### src/rtl/fx2_stream_ctrl_pkg.sv
`default_nettype none
// ============================================================================
// Module   : fx2_pkg
// Purpose  : Shared types and constants for the FX2 slave-FIFO stream path:
//            controller state encoding, endpoint FIFOADR codes, packet size.
// Revision : 1.0 - initial release
// ============================================================================
package fx2_pkg;

  // Controller states: idle, streaming words, committing a short packet
  typedef enum logic [1:0] {
    ST_IDLE  = 2'd0,
    ST_WRITE = 2'd1,
    ST_FLUSH = 2'd2
  } state_t;

  // FIFOADR codes selecting the FX2 endpoint buffers
  localparam logic [1:0] EP2_ADDR = 2'b00;
  localparam logic [1:0] EP4_ADDR = 2'b01;
  localparam logic [1:0] EP6_ADDR = 2'b10;
  localparam logic [1:0] EP8_ADDR = 2'b11;

  // 16-bit words per full high-speed bulk packet (512 bytes)
  localparam int DEFAULT_PKT_WORDS = 256;

endpackage
`default_nettype wire

### src/rtl/fx2_stream_ctrl_iq_pair_fifo.sv
`default_nettype none
// ============================================================================
// Module   : iq_pair_fifo
// Purpose  : Synchronous show-ahead FIFO holding packed {I,Q} pairs.
//            Depth is 2**AW; pushes when full and pops when empty are ignored.
// Revision : 1.0 - initial release
// ============================================================================
module iq_pair_fifo #(
  parameter int AW = 4,
  parameter int DW = 32
) (
  input  logic          clk,
  input  logic          rst,
  input  logic          push,
  input  logic          pop,
  input  logic [DW-1:0] din,
  output logic [DW-1:0] dout,
  output logic          full,
  output logic          empty
);

  localparam int DEPTH = 1 << AW;

  logic [DW-1:0] mem [DEPTH];
  // One extra pointer bit distinguishes full from empty when indices match
  logic [AW:0]   wr_ptr;
  logic [AW:0]   rd_ptr;

  // Advance pointers on accepted push/pop
  always_ff @(posedge clk) begin
    if (rst) begin
      wr_ptr <= '0;
      rd_ptr <= '0;
    end else begin
      if (push && !full)  wr_ptr <= wr_ptr + 1'b1;
      if (pop  && !empty) rd_ptr <= rd_ptr + 1'b1;
    end
  end

  // Storage write; contents need no reset since pointers gate visibility
  always_ff @(posedge clk) begin
    if (push && !full) mem[wr_ptr[AW-1:0]] <= din;
  end

  assign dout  = mem[rd_ptr[AW-1:0]];
  assign empty = (wr_ptr == rd_ptr);
  assign full  = (wr_ptr[AW] != rd_ptr[AW]) &&
                 (wr_ptr[AW-1:0] == rd_ptr[AW-1:0]);

endmodule
`default_nettype wire

### src/rtl/fx2_stream_ctrl.sv
`default_nettype none
// ============================================================================
// Module   : fx2_stream_ctrl
// Purpose  : Streams DDC I/Q pairs into the FX2 slave FIFO (sync, write-only)
//            as I-then-Q 16-bit words under FLAGB flow control, committing
//            partial packets with PKTEND after an idle timeout.
// Revision : 1.0 - initial release
// ============================================================================
module fx2_stream_ctrl
  import fx2_pkg::*;
#(
  parameter int         FIFO_AW       = 4,
  parameter int         PKT_WORDS     = DEFAULT_PKT_WORDS,
  parameter int         FLUSH_TIMEOUT = 1024,
  parameter logic [1:0] EP_ADDR       = EP6_ADDR
) (
  input  logic        ADC_CLK,
  input  logic        RST,
  input  logic        enable,
  input  logic        iq_valid,
  input  logic [15:0] i_data,
  input  logic [15:0] q_data,
  input  logic        flag_full_n,
  output logic [15:0] fd,
  output logic        fd_oe,
  output logic        slwr_n,
  output logic        slrd_n,
  output logic        sloe_n,
  output logic        slcs_n,
  output logic [1:0]  fifoadr,
  output logic        pktend_n,
  output logic [15:0] overflow_cnt,
  output logic        busy
);

  localparam int WC_W = (PKT_WORDS > 1) ? $clog2(PKT_WORDS) : 1;
  localparam int IC_W = (FLUSH_TIMEOUT > 0) ? $clog2(FLUSH_TIMEOUT + 1) : 1;
  localparam logic [WC_W-1:0] WC_LAST  = WC_W'(PKT_WORDS - 1);
  localparam logic [IC_W-1:0] IC_MAX   = IC_W'(FLUSH_TIMEOUT);
  localparam bit              FLUSH_EN = (FLUSH_TIMEOUT > 0);

  state_t          state;
  state_t          state_nx;
  logic            flag_q;
  logic            phase;      // 0: next word is I, 1: next word is Q
  logic [WC_W-1:0] word_cnt;
  logic [IC_W-1:0] idle_cnt;

  logic            fifo_full;
  logic            fifo_empty;
  logic [31:0]     fifo_dout;
  logic            push;
  logic            drop;
  logic            pop;
  logic            wr_go;
  logic            flush_go;

  // A pair is only ever accepted whole; when full it is counted as dropped
  assign push  = enable & iq_valid & ~fifo_full;
  assign drop  = enable & iq_valid &  fifo_full;
  // Flag is one cycle stale; firmware margin on FLAGB covers the lag
  assign wr_go = ~fifo_empty & flag_q & (state != ST_FLUSH);
  // The pair leaves the FIFO only once its Q word has gone out
  assign pop   = wr_go & phase;

  iq_pair_fifo #(
    .AW (FIFO_AW),
    .DW (32)
  ) u_fifo (
    .clk   (ADC_CLK),
    .rst   (RST),
    .push  (push),
    .pop   (pop),
    .din   ({i_data, q_data}),
    .dout  (fifo_dout),
    .full  (fifo_full),
    .empty (fifo_empty)
  );

  // Next-state logic: stream while data flows, flush stale partial packets
  always_comb begin
    state_nx = state;
    flush_go = 1'b0;
    case (state)
      ST_IDLE: begin
        if (wr_go) begin
          state_nx = ST_WRITE;
        end else if (FLUSH_EN && (idle_cnt == IC_MAX) && (word_cnt != '0) &&
                     !phase && flag_q) begin
          state_nx = ST_FLUSH;
          flush_go = 1'b1;
        end
      end
      ST_WRITE: if (fifo_empty && !phase) state_nx = ST_IDLE;
      ST_FLUSH: state_nx = ST_IDLE;
      default:  state_nx = ST_IDLE;
    endcase
  end

  // State register and registered flag sample
  always_ff @(posedge ADC_CLK) begin
    if (RST) begin
      state  <= ST_IDLE;
      flag_q <= 1'b0;
    end else begin
      state  <= state_nx;
      flag_q <= flag_full_n;
    end
  end

  // Pin drivers and word sequencing; PKTEND only asserts in FLUSH where no write occurs
  always_ff @(posedge ADC_CLK) begin
    if (RST) begin
      slwr_n   <= 1'b1;
      pktend_n <= 1'b1;
      fd       <= '0;
      fd_oe    <= 1'b0;
      phase    <= 1'b0;
      word_cnt <= '0;
    end else begin
      fd_oe    <= 1'b1;
      pktend_n <= ~flush_go;
      if (wr_go) begin
        slwr_n   <= 1'b0;
        fd       <= phase ? fifo_dout[15:0] : fifo_dout[31:16];
        phase    <= ~phase;
        word_cnt <= (word_cnt == WC_LAST) ? '0 : word_cnt + 1'b1;
      end else begin
        slwr_n <= 1'b1;
        if (flush_go) word_cnt <= '0;
      end
    end
  end

  // Idle timer: runs only while idle with nothing queued, saturates at the timeout
  always_ff @(posedge ADC_CLK) begin
    if (RST) begin
      idle_cnt <= '0;
    end else if (wr_go || push) begin
      idle_cnt <= '0;
    end else if ((state == ST_IDLE) && fifo_empty && (idle_cnt != IC_MAX)) begin
      idle_cnt <= idle_cnt + 1'b1;
    end
  end

  // Saturating count of pairs dropped on a full FIFO
  always_ff @(posedge ADC_CLK) begin
    if (RST) begin
      overflow_cnt <= '0;
    end else if (drop && (overflow_cnt != 16'hFFFF)) begin
      overflow_cnt <= overflow_cnt + 16'd1;
    end
  end

  assign slrd_n  = 1'b1;
  assign sloe_n  = 1'b1;
  assign slcs_n  = 1'b0;
  assign fifoadr = EP_ADDR;
  assign busy    = ~fifo_empty | phase;

endmodule
`default_nettype wire

### config.mk
export PLATFORM = sky130hd
export DESIGN_NAME = fx2_stream_ctrl
export DESIGN_NICKNAME = d
export VERILOG_FILES = /design/src/rtl/fx2_stream_ctrl_pkg.sv /design/src/rtl/fx2_stream_ctrl_iq_pair_fifo.sv /design/src/rtl/fx2_stream_ctrl.sv
export SDC_FILE = /design/constraint.sdc
export NUM_CORES = 1
export LEC_CHECK = 0
export ABC_AREA = 1
export BUFFER_PORTS_ARGS = -buffer_cell sky130_fd_sc_hd__buf_2
export CAP_MARGIN = 40
export CORE_MARGIN = 2
export CORE_UTILIZATION = 55
export DETAILED_ROUTE_END_ITERATION = 6
export GPL_TIMING_DRIVEN = 0
export PLACE_DENSITY = 0.73
export REMOVE_ABC_BUFFERS = 1
export SYNTH_ARGS = -nofsm -noshare
export SYNTH_HDL_FRONTEND = slang
export SYNTH_SLANG_ARGS = --single-unit
### constraint.sdc
create_clock -name ADC_CLK -period 3.9 [get_ports ADC_CLK]
set_input_delay 0.39 -clock ADC_CLK [delete_from_list [all_inputs] [get_ports ADC_CLK]]
set_output_delay 0.39 -clock ADC_CLK [all_outputs]
set_load 0.03 [all_outputs]
# After elaboration in Yosys (flattened, before gate mapping)
# Memories as Yosys holds them, arrays and structs flattened. A register that Yosys moved wholly into a read port is not among the register bits.
# Index checks and enable logic that the tools add are counted.
[word_totals]
regBits = 68
ramBits = 512
inputBits = 37
output_inout_bits = 41
wordCells = 76
mem_count = 1
[mem_list]
columns = ["memory", "words", "width", "rd", "rd_ports_with_merged_regs", "wr", "line", "source"]
rows = [
  ["u_fifo.mem", 16, 32, 1, 1, 1, "fx2_stream_ctrl_iq_pair_fifo.sv:24", "logic [DW-1:0] mem [DEPTH];"],
]
[classes]
add_sub_neg = 5
n_eq_ne = 11
n_mux = 17
bitwise = 11
reduce_logical = 19
[op_table]
columns = ["operator", "count"]
rows = [
  ["8-bit 2-to-1 mux", 3],
  ["16-bit by 1-bit adder with 16-bit output (second input constant)", 1],
  ["16-bit 2-to-1 mux", 1],
  ["16-bit != test (second input constant)", 1],
  ["11-bit by 1-bit adder with 11-bit output (second input constant)", 1],
  ["11-bit == test (second input constant)", 1],
  ["11-bit != test (second input constant)", 1],
  ["5-bit by 1-bit adder with 5-bit output (second input constant)", 2],
  ["1-bit logical AND", 10],
  ["8-bit by 1-bit adder with 8-bit output (second input constant)", 1],
  ["8-bit == test (second input constant)", 1],
  ["4-bit 2-to-1 mux", 2],
  ["8-bit nonzero test", 1],
  ["1-bit 2-to-1 mux", 7],
  ["1-bit AND", 6],
  ["2-bit 2-to-1 mux", 3],
  ["5-bit == test", 1],
  ["4-bit == test", 1],
  ["2-bit != test (second input constant)", 2],
  ["1-bit NOT", 4],
  ["2-bit one-hot mux with 2 select lines", 1],
  ["1-bit zero test", 3],
  ["3-bit != test (second input constant)", 1],
  ["2-bit by 1-bit == test with 1-bit output (second input constant)", 1],
  ["7 further kinds", 7],
]

# Depth between registers and ports, before layout
# Gate-level depths: netlist of the first run.
[depth]
depth_word = 9
mapped_depth = 14
mapped_depth_nobuf = 11

# Cells and area by module
# Synthesis of the first run repeated with hierarchy kept, for this count alone.
[hier_totals]
cells_unflattened = 2187
area_unflattened_um2 = 24979.0
[by_module_without_submodules]
columns = ["mod", "instances", "cells_each", "area_per_inst_um2", "seq_area_each_um2"]
rows = [
  ["iq_pair_fifo", 1, 1745, 21958.6, 15655.0],
  ["fx2_stream_ctrl", 1, 442, 3020.4, 1161.1],
]

# Worst setup path before layout of the first run
# Ideal clock, no wire load.
[synth_path]
path_kind = "register to register"
start = "register u_fifo.wr_ptr[0]"
end = "memory u_fifo.mem[7][0] (enable)"
setup_ns = 0.461
t_arrival_ns = 3.178
t_required_ns = 3.439
setup_slack_ns = 0.261
stages_incl_launch_ff = 9
path_buffers = 1
synth_period_minus_slack_ns = 3.639
cell_sequence = "dfxtp_1 > inv_1 > nand2_1 > nand2_1 > nor2_4 > nand3_2 > nand2_1 > buf_4 > nor3_1"
[synth_between]
elab_chain_len = 7
elab_cells_between_ends = 8
classes_between = "1 x eq/ne; 2 x mux; 2 x bitwise; 3 x reduce/logical"
[synth_lines]
columns = ["element", "line", "source"]
rows = [
  ["start, declared", "fx2_stream_ctrl_iq_pair_fifo.sv:26", "logic [AW:0] wr_ptr;"],
  ["start signal, assigned", "fx2_stream_ctrl_iq_pair_fifo.sv:35", "if (push && !full) wr_ptr <= wr_ptr + 1'b1;"],
  ["4-bit == test", "fx2_stream_ctrl_iq_pair_fifo.sv:48", "(wr_ptr[AW-1:0] == rd_ptr[AW-1:0]);"],
  ["1-bit logical AND", "fx2_stream_ctrl_iq_pair_fifo.sv:47", "assign full = (wr_ptr[AW] != rd_ptr[AW]) &&"],
  ["1-bit NOT", "fx2_stream_ctrl.sv:59", "assign push = enable & iq_valid & ~fifo_full;"],
  ["1-bit AND", "fx2_stream_ctrl.sv:59", ""],
  ["1-bit logical AND", "fx2_stream_ctrl_iq_pair_fifo.sv:42", "if (push && !full) mem[wr_ptr[AW-1:0]] <= din;"],
  ["1-bit 2-to-1 mux", "fx2_stream_ctrl_iq_pair_fifo.sv:42", ""],
  ["1-bit 2-to-1 mux (implied by the code)", "fx2_stream_ctrl_iq_pair_fifo.sv:42", ""],
  ["end, declared", "fx2_stream_ctrl_iq_pair_fifo.sv:24", ""],
]
# Parallel ways exist; a longest one is shown, timed or not.

# Worst setup path after layout of the first run
[layout_path]
start = "register u_fifo.wr_ptr[3]"
end = "memory u_fifo.mem[6][30] (enable)"
# Same word-level chain as after synthesis.

==> results of run 1 <==
[cell type report]
| type | count | area (um2) |
|---|---|---|
| Timing Repair Buffer | 110 | 1230 |
| Tap cell | 600 | 751 |
| Fill cell | 3468 | 16800 |
| Multi-Input combinational cell | 1498 | 6750 |
| Clock inverter | 20 | 170 |
| Clock buffer | 87 | 1630 |
| Inverter | 339 | 1290 |
| Antenna cell | 1 | 2.50 |
| Sequential cell | 584 | 16800 |
[metrics by stage]
step,worst slack [ns],instance area [um2],total power [mW]
floorplan,-4.27,24700,7.20
global placement,-11.02,25800,7.37
detailed placement,0.878,26800,7.38
CTS,0.864,28700,12.6
global route,0.711,28700,12.9
finish,0.823,28700,12.6
[cells in the final DEF (no fill, tap or decap), drive strengths merged, types with 4 or more instances in the layout]
cell type,synthesis,final
nand2,902,902
edfxtp,512,512
nand3,390,390
inv,338,338
buf,94,109
clkbuf,31,87
nor2,73,73
dfxtp,72,72
a21oi,38,38
o21ai,23,23
clkinv,1,18
o211ai,13,13
nor3,12,12
ha,10,10
xnor2,9,9
nand4,6,6
xor2,6,6
conb,2,5
nand3b,4,4
[routing by layer]
layer | share of wire | routed length, um | vias up
met1 | 0.38 | 23800 | 8504
met4 | 0.042 | 2610 | 6
met5 | 0.00057 | 36 | -
met2 | 0.50 | 31300 | 821
li1 | - | - | 8387
met3 | 0.080 | 5030 | 204
[worst max-delay path, cell delays in order (launching register included)]
cell and delay [ns]:
sky130_fd_sc_hd__dfxtp_1 0.40, sky130_fd_sc_hd__inv_2 0.17, sky130_fd_sc_hd__nand2_2 0.06, sky130_fd_sc_hd__nand2_2 0.09
sky130_fd_sc_hd__nor2_4 0.05, sky130_fd_sc_hd__nand3_2 0.10, sky130_fd_sc_hd__nand2_1 0.25, sky130_fd_sc_hd__inv_2 0.25
sky130_fd_sc_hd__nand2_1 0.31, sky130_fd_sc_hd__nor2_4 0.76, sky130_fd_sc_hd__buf_12 0.30
[cells by family (layout without fill, tap and decap cells)]
kind of cell | Yosys count | count (layout) | synth area share
other | 2 | 6 | 0.000296
AND/OR/NAND/NOR | 1391 | 1391 | 0.234
AO/OA/AOI/OAI | 77 | 77 | 0.0170
adder cells (fa/ha/maj) | 10 | 10 | 0.00494
flip-flops | 584 | 584 | 0.663
XOR/XNOR | 15 | 15 | 0.00518
buffers and inverters | 464 | 556 | 0.0756
[worst paths after layout]
check / startpoint / endpoint / slack, ns / cells past startpoint
worst min-delay path: q_data[1] / u_fifo.mem[12][1] / 0.13 / 1
worst max-delay path: u_fifo.wr_ptr[3] / u_fifo.mem[6][30] / 0.82 / 10
worst min register to register: state[0] / state[0] / 0.50 / 2
worst max register to register: u_fifo.wr_ptr[3] / u_fifo.mem[6][30] / 0.82 / 10
[registers in the layout, summed over array words and instances (netlist names), named ones only]
| name | cells |
|---|---|
| overflow_cnt | 16 |
| u_fifo.mem | 512 |
| word_cnt | 8 |
| u_fifo.wr_ptr | 5 |
| state | 2 |
| pktend_n | 1 |
| u_fifo.rd_ptr | 5 |
| fd_oe | 1 |
| flag_q | 1 |
| fd | 16 |
| idle_cnt | 11 |
| phase | 1 |
| slwr_n | 1 |
[report_power, final]
part           switching [mW]  leakage, nW  internal [mW]
logic                   0.294         5.61         0.0990
clock network            2.29        0.875           3.01
registers              0.0242         5.20           6.84
==> summary.md, run 1 <==
The logs give 3 for the maximum clock insertion buffer count and 0.0260 ns for the worst clock skew. Count of input and output buffers: 72. After the last flow step, the layout net total stands at 2638. Setup repair after global routing left no endpoint under its margin.

The fraction of the core area covered by cells at the end of the flow is 0.630. The proportion of register bits with asynchronous set or reset after synthesis is 0. Compared with the post-synthesis result, the final layout area differs by 13.0%. For the detailed-route DRC error count, the log shows 0. Placer's final routability congestion estimate: 0.844. The wire length of the first global-routing pass is 95500 um.

The worst hold-check path type was input port to flip-flop. The number of global-route vias before repair is 17400. The worst setup path is launched from a flip-flop.

Ratio of cells with drive above 1 in the final layout: 0.0910. The largest driver fanout on the critical path came out at 18. After global routing, the most crowded layer is met2.

For the static leakage power, the log shows 11.7 nW. After synthesis the netlist holds a flip-flop and latch count of 584. 78 I/O pins were placed.

For this run, the number of Yosys warnings is 0. The overall track demand over capacity in global routing came out at 0.263. The total power per unit cell area is 438 mW/mm2. The tools report the number of max-slew violations in the final report as 0. The run gives 0.0254 mm2 as the total standard cell area after synthesis. The critical path is of the flip-flop to flip-flop type. For the number of buffers inserted for hold repair after clock tree synthesis, the log shows 1.

The effective utilization at floorplan came out at 0.557. Largest area contributor in the synthesized netlist: sky130_fd_sc_hd__edfxtp_1. The run gives 0 as the number of cells upsized or downsized after cts. The top cell type's share of synthesized area works out to 0.606.

The worst path needs 3.08 ns of the cycle, external delays included. Each instance of the synthesized netlist takes up on average 9.97 um2. Portion of the clock cycle consumed by the worst path in the final layout: 0.789. Yosys attributes the largest share of cell area to sky130_fd_sc_hd__edfxtp_1 61%, sky130_fd_sc_hd__nand2_1 13%, sky130_fd_sc_hd__nand3_1 7.6%. Synthesis handed over a netlist of 2543 instances. The most used flip-flop cell after synthesis is sky130_fd_sc_hd__edfxtp_1. The y dimension of the die came out at 219 um.

Clock tree synthesis found a total of 584 sinks. Across the VDD grid, the largest voltage drop is 0.000318 V. The width of the die works out to 219 um.

The routed via count is 17900, and the number of antenna violations at the first check in global routing is 4. TritonCTS created 58 clock buffers. For the violation count after the first detailed-routing iteration, the log shows 1926. The global routing met2 resource utilization was 0.449.

For the worst-skew pair, the clock arrives at the later sink with an insertion delay of 0.62 ns. The tools report the clock root buffer as sky130_fd_sc_hd__clkbuf_16. Counting tap cells, the placed design contains a total of 3130 instances. The floorplan step defined a die boundary enclosing 0.0478 mm2. After floorplanning, the core was divided into 78 placement rows. The run gives 0.133 ns as the worst-case hold slack. The clock-pin slew reported for the worst setup and hold paths after clock tree synthesis came out at 0.06 ns. Remaining max-slew budget at the tightest pin: 0.406.

Setup violations remaining at the end of the flow were counted as 0. For the pin with the worst max-slew slack, the measured transition is 0.889 ns. The final count of hold timing violations is 0, and the max-capacitance violation count is 0. The flow ran to the end, and the final reports show no timing, DRC or antenna violations.

Yosys instantiated no cell more often than sky130_fd_sc_hd__nand2_1. In this run the standard cell core region covers 0.0455 mm2. Once the clock tree was built, the setup fixing pass inserted 0 buffers. The met3 usage is 0.0398. Using the TritonRoute via totals, the vias-per-cell ratio works out to 5.53. The tools report the register area share after synthesis as 0.663. The data required time of the worst path came out at 4.20 ns.

Dividing the detail-routed wire length by the instance count gives 19.4 um. The global-route track usage on met1 is 0.329, and the peak clock frequency supported by timing is 325 MHz. The overall overflow remaining after global route was 0; the pin count of the biggest net entering global routing was 133. The worst setup path is captured at a flip-flop. Summed over all layers, the routed wires come to 62700 um. For this run, the number of standard cells in the final layout without fillers is 3239. For the final routed database, the setup TNS stands at 0 ns. By count the netlist is led by 896 x sky130_fd_sc_hd__nand2_1, 512 x sky130_fd_sc_hd__edfxtp_1, 386 x sky130_fd_sc_hd__nand3_1, 330 x sky130_fd_sc_hd__inv_1, 72 x sky130_fd_sc_hd__dfxtp_1. The clock tree synthesis step divided the H-tree into 2 levels. In this run, synthesis inferred 512 flip-flops with an integrated enable. Yosys mapped the design onto 41 distinct sky130hd cell types. TritonCTS built the clock tree.

The HPWL after detailed placement is 35300 um. At the worst endpoint, the arrival time is 3.37 ns. Before antenna repair, the detailed router went through 5 iterations. The detail route stage leaves a number of antenna-violating nets equal to 0.
Power figures use the tool's default switching activity.
==> inputs of run 2 (changes only) <==
- PLACE_DENSITY: 0.73 -> 0.7
- clock period: 3.9 -> 3.2 ns (I/O delays scaled with it)
==> summary.md, run 2 (synthesis results as in run 1) <==
The flow ran to the end, and the final reports show no timing, DRC or antenna violations. The remaining max-slew budget at the tightest pin was 0.403; the number of global-route vias before repair was 17000. The slowest stage of the critical path belongs to the cell sky130_fd_sc_hd__nor2_4.

The worst path meets setup with 0.142 ns of slack. At the worst endpoint, the required time is 3.50 ns. For the final database, setup skew stands at 0.0164 ns. Counting both buffers and inverters, the worst setup path holds a total of 3.

The detailed-route DRC error count was 0; the setup slack after placement was -0.120 ns. The tools report the die footprint as 0.0478 mm2. The floorplan step set the die height to 219 um. The first detailed-routing pass took 5 iterations. The largest driver fanout on the critical path came out at 17. Setup violations remaining at the end of the flow were counted as 0. Entering global routing, the biggest net connects 129 pins. Max-cap violations in this run came to 0. The fraction of the core area covered by cells at the end of the flow is 0.629. The routed layout has 17800 vias.

The transition time at the pin with the least slew margin came out at 0.894 ns. For the effective utilization at floorplan, the log shows 0.557. The floorplan core area came out at 0.0455 mm2.

The final count of hold timing violations is 0, and the standard-cell row count is 78. The flip-flop count of the largest register after layout works out to 512. Clock latency on the worst-skew pair, taken at its later pin, is 0.62 ns.

The most common cell after layout, fill and taps aside is sky130_fd_sc_hd__nand2_1. The clock root buffer is sky130_fd_sc_hd__clkbuf_16. Clock-pin slew reported for the worst setup and hold paths after clock tree synthesis: 0.06 ns. The critical path is of the flip-flop to flip-flop type. After layout, the minimum clock period comes to 3.06 ns. The first routing iteration left 1546 violations.

The worst setup path is captured at a flip-flop. The library cells used most frequently in the layout, excluding fill and tap cells, are 896 x sky130_fd_sc_hd__nand2_1, 512 x sky130_fd_sc_hd__edfxtp_1, 386 x sky130_fd_sc_hd__nand3_1, 328 x sky130_fd_sc_hd__inv_1, 72 x sky130_fd_sc_hd__buf_2. The total non-filler cell area in the finished layout was 0.0286 mm2; the placer's final routability congestion estimate was 0.838. The overall track demand over capacity in global routing was 0.261. For this design the static power due to leakage is 11.7 nW.

The ratio of cells with drive above 1 in the final layout works out to 0.0936. The worst-case hold slack was 0.0787 ns; the maximum clock insertion buffer count was 3. The width of the die is 219 um.

The total overflow left after global routing is 0. Portion of the clock cycle consumed by the worst path in the final layout: 0.956. In this run the worst hold path is classified as input port to flip-flop. Relative to the synthesized area, the layout overhead comes to 12.8%. The number of max-slew violations in the final report was 0. The run gives 2 as the level count of the clock H-tree. The critical path goes through inv_2 -> nand2_2 -> nand2_2 -> nor2_4 -> nand3_2 -> nand2_1 -> inv_2 -> nand2_1 -> nor2_4 -> buf_12.

The worst setup path is launched from a flip-flop. TritonCTS built the clock tree. Once layout is complete, the cells apart from fillers number 3241. The instance area after placement is 0.0267 mm2, and the peak clock frequency supported by timing is 327 MHz. In this run the power density over the cells is 539 mW/mm2. Setup repair after global routing left no endpoint under its margin.

Counting tap cells, the placed design contains a total of 3127 instances. The final wirelength came out at 62500 um. The clock drives 584 sinks. After the last flow step, the layout net total stands at 2637. The total CTS buffers is 58, and the total power is 15.4 mW. The wire length of the first global-routing pass is 94400 um. The run gives 34300 um as the sum of net half-perimeters after detailed placement. At the worst endpoint, the arrival time is 3.36 ns. Number of placed I/O pins: 78. In this design, the largest share of critical-path delay is due to simple AND/OR/NAND/NOR gates. Number of antenna violations at the first check in global routing: 4. Adding up every negative setup slack in the final design gives 0 ns. Using the TritonRoute via totals, the vias-per-cell ratio works out to 5.48. During placement, the flow inserted port buffers numbering 72. The worst ir drop on vdd is 0.000454 V, and the routed length per instance is 19.3 um. The largest single stage delay on the critical path is 0.75 ns. The remaining antenna violation count after routing was 0.
[run 2: path summary, 6_finish.rpt]
path	startpoint	endpoint	slack, ns	depth (start not counted)
worst min register to register	overflow_cnt[15]	overflow_cnt[15]	0.49	2
worst max-delay path	u_fifo.wr_ptr[3]	u_fifo.mem[10][10]	0.14	10
worst min-delay path	q_data[8]	u_fifo.mem[14][8]	0.08	1
worst max register to register	u_fifo.wr_ptr[3]	u_fifo.mem[10][10]	0.14	10
[run 2: per-layer routing]
layer	share of wire	track usage
met3	0.075	0.0392
met2	0.50	0.446
met4	0.031	0.0973
met1	0.40	0.339
met5	0.00034	0
[run 2: worst register-to-register path, stage by stage (launching register included)]
cell	delay, ns
sky130_fd_sc_hd__dfxtp_1	0.40
sky130_fd_sc_hd__inv_2	0.17
sky130_fd_sc_hd__nand2_2	0.07
sky130_fd_sc_hd__nand2_2	0.09
sky130_fd_sc_hd__nor2_4	0.06
sky130_fd_sc_hd__nand3_2	0.10
sky130_fd_sc_hd__nand2_1	0.27
sky130_fd_sc_hd__inv_2	0.25
sky130_fd_sc_hd__nand2_1	0.29
sky130_fd_sc_hd__nor2_4	0.75
sky130_fd_sc_hd__buf_12	0.29
[run 2: final cells by class]
class / count / area [um2]
fill: 3563 / 16900
sequential: 584 / 16800
multi-input combinational: 1498 / 6750
clock buffer: 89 / 1680
inverter: 339 / 1290
timing repair buffer: 109 / 1140
tap: 600 / 751
clock inverter: 20 / 153
antenna: 2 / 5.00
[run 2: power breakdown]
| group | leakage (nW) | internal [mW] | total [mW] | switching [mW] |
|---|---|---|---|---|
| combinational | 5.57 | 0.130 | 0.493 | 0.363 |
| clock | 0.910 | 3.76 | 6.57 | 2.81 |
| sequential | 5.20 | 8.33 | 8.36 | 0.0278 |
| total | 11.7 | 12.2 | 15.4 | 3.20 |
[run 2: what timing repair did]
item | 4_1_cts | 5_1_grt
endpoints found under the setup margin | 11 | 12
resized for setup | 0 | 2
buffers inserted | 1 | 1
hold buffers | 1 | 0
hold endpoints to repair | 1 | 0
==> inputs of run 3 (changes only) <==
- PLACE_DENSITY: 0.7 -> 0.81
==> summary.md, run 3 (synthesis results as in run 1) <==
The run finished, with violations left. The checks that failed: DRC. The library cell used most frequently in the layout, excluding fill and tap cells, is sky130_fd_sc_hd__nand2_1. Worst hold-check path type: input port to flip-flop.

The tools report the routed length on met1 as 23000 um. The post-placement cell count is 3128, and the worst clock skew is 0.0194 ns. For this run the aggregate overflow at the end of global routing stands at 0.

The final critical-path required period was 3.08 ns. The transition time at the pin with the least slew margin was 0.913 ns; the detailed-route DRC error count was 2. The data arrival time of the worst path is 3.37 ns, and the count of input and output buffers is 72. The final layout contains 2647 nets. The final count of hold timing violations was 0; the number of placed I/O pins was 78. In this run the cell area measured after placement is 0.0268 mm2. The tree is rooted in a sky130_fd_sc_hd__clkbuf_16.

Timing would allow up to 325 MHz. The tools report the total power as 15.7 mW. For this block, the initial DRC count from the detailed router was 2772. The worst-case IR drop observed on VDD is 0.000369 V. The routed via count is 18700, and the width of the die is 219 um. The library cells used most frequently in the layout, excluding fill and tap cells, are 895 x sky130_fd_sc_hd__nand2_1, 512 x sky130_fd_sc_hd__edfxtp_1, 386 x sky130_fd_sc_hd__nand3_1, 328 x sky130_fd_sc_hd__inv_1, 72 x sky130_fd_sc_hd__buf_2. The logs give 0.388 for the remaining max-slew budget at the tightest pin and 0.269 for the overall track demand over capacity in global routing.

TritonCTS built the clock tree. Wire segments on met3 add up to 7120 um in the final route. The tools report the number of antenna violations at the first check in global routing as 5. The ratio of cells with drive above 1 in the final layout is 0.0972. The die footprint was 0.0478 mm2. The design internal power was 12.5 mW; the total CTS buffers was 54. The portion of the clock cycle consumed by the worst path in the final layout is 0.961, and the filler-free cell count of the finished design is 3245. The run gives 0.843 as the placer's final routability congestion estimate.

The maximum clock insertion buffer count is 3, and the clock latency on the worst-skew pair is 0.61 ns. The worst setup path is launched from a flip-flop. Setup repair after global routing left no endpoint under its margin. The wire-length estimate of the detail-placed layout is 35300 um. The detailed-router iteration count before antenna repair is 7. Standard-cell row count: 78. The tools report the number of global-route vias before repair as 18300. Routed length per instance: 20.3 um.

The first global-routing pass estimated 98400 um of wire. For the logic gate share of total power, the log shows 0.032. For the post-route worst setup slack, the log shows 0.123 ns. The switching fraction of total power works out to 0.204.

The H-tree was split into 2 levels. The part of the total power dissipated in the clock network was 0.435. Routed signal wires occupy layers up through met5. The fraction of power consumed by sequential logic is 0.532, and the static leakage power is 11.8 nW. The number of max-slew violations in the final report came out at 0.

The y dimension of the die came out at 219 um. The total power per unit cell area came out at 544 mW/mm2. The category of the critical setup timing path is flip-flop to flip-flop. The kind of capture point of the worst setup path was a flip-flop. The largest driver fanout on the critical path came out at 17.

The max-capacitance violation count came out at 0. The tools report the met2 wire length as 33100 um. After clock tree synthesis, the clock-pin slew on the worst setup and hold paths is 0.06 ns.

The run gives 584 as the clock sink count. The final layout contains routed wiring with a total length of 66000 um. For the remaining antenna violation count after routing, the log shows 0. The floorplan step defined a core boundary enclosing 0.0455 mm2. The effective utilization at floorplan is 0.557. Setup violations remaining at the end of the flow were counted as 0. The setup slack after placement was 0.135 ns. The logs give 0.0289 mm2 for the total non-filler cell area in the finished layout and 0.635 for the fraction of the core area covered by cells at the end of the flow. The flip-flop count of the largest register after layout came out at 512.

From synthesis to final layout, the design area changed by 13.8%. Average vias per placed instance: 5.76. The pin count of the biggest net entering global routing is 151, and the data required time of the worst path is 3.50 ns. Total net switching power: 3.20 mW.
==> run 3: path summary, 6_finish.rpt <==
| check | startpoint | endpoint | slack [ns] | cells past startpoint |
|---|---|---|---|---|
| worst max-delay path | u_fifo.wr_ptr[3] | u_fifo.mem[1][7] | 0.12 | 10 |
| worst min-delay path | q_data[7] | u_fifo.mem[13][7] | 0.08 | 1 |
| worst max register to register | u_fifo.wr_ptr[3] | u_fifo.mem[1][7] | 0.12 | 10 |
| worst min register to register | idle_cnt[1] | idle_cnt[1] | 0.51 | 2 |
==> run 3: power by group through the flow <==
stage / sequential (mW) / clock (mW) / combinational, mW
4_1_cts: 8.36 / 6.84 / 0.488
2_1_floorplan: 8.55 / 0 / 0.232
5_1_grt: 8.36 / 7.13 / 0.548
6_report: 8.36 / 6.83 / 0.506
3_3_place_gp: 8.54 / 0 / 0.434
3_5_place_dp: 8.52 / 0 / 0.478
==> run 3: worst max-delay path, stage by stage (launching register included) <==
cell and delay (ns):
sky130_fd_sc_hd__dfxtp_1 0.43, sky130_fd_sc_hd__inv_2 0.21, sky130_fd_sc_hd__nand2_2 0.07, sky130_fd_sc_hd__nand2_2 0.09, sky130_fd_sc_hd__nor2_4 0.06, sky130_fd_sc_hd__nand3_2 0.11, sky130_fd_sc_hd__nand2_2 0.20, sky130_fd_sc_hd__inv_2 0.24
sky130_fd_sc_hd__nand2_1 0.30, sky130_fd_sc_hd__nor2_4 0.75, sky130_fd_sc_hd__buf_12 0.29
==> run 3: through the flow <==
stage / hold WS (ns) / TNS, ns
floorplan: 0.389 / -92.22
global placement: 0.479 / -1102.69
detailed placement: 0.493 / 0
CTS: 0.0536 / 0
global route: 0.0813 / 0
finish: 0.0836 / 0
==> run 3: metal layers <==
layer	up-vias	global-route usage
li1	8397	-
met3	240	0.0475
met4	6	0.149
met1	8758	0.322
met2	1276	0.460
met5	-	0
==> run 3: cell type report <==
type	instances	area, um2
diodes	2	5.00
clock buffers	73	1470
clock inverters	26	415
fillers	3081	16600
inverters	339	1290
multi-input cells	1498	6750
flip-flops and latches	584	16800
well taps	600	751
repair buffers	123	1340
==> run 3: what timing repair did <==
item	4_1_cts	5_1_grt
resized for setup	0	1
hold buffers	1	0
buffers inserted	0	14
hold endpoints to repair	1	0
setup endpoints to repair	0	91
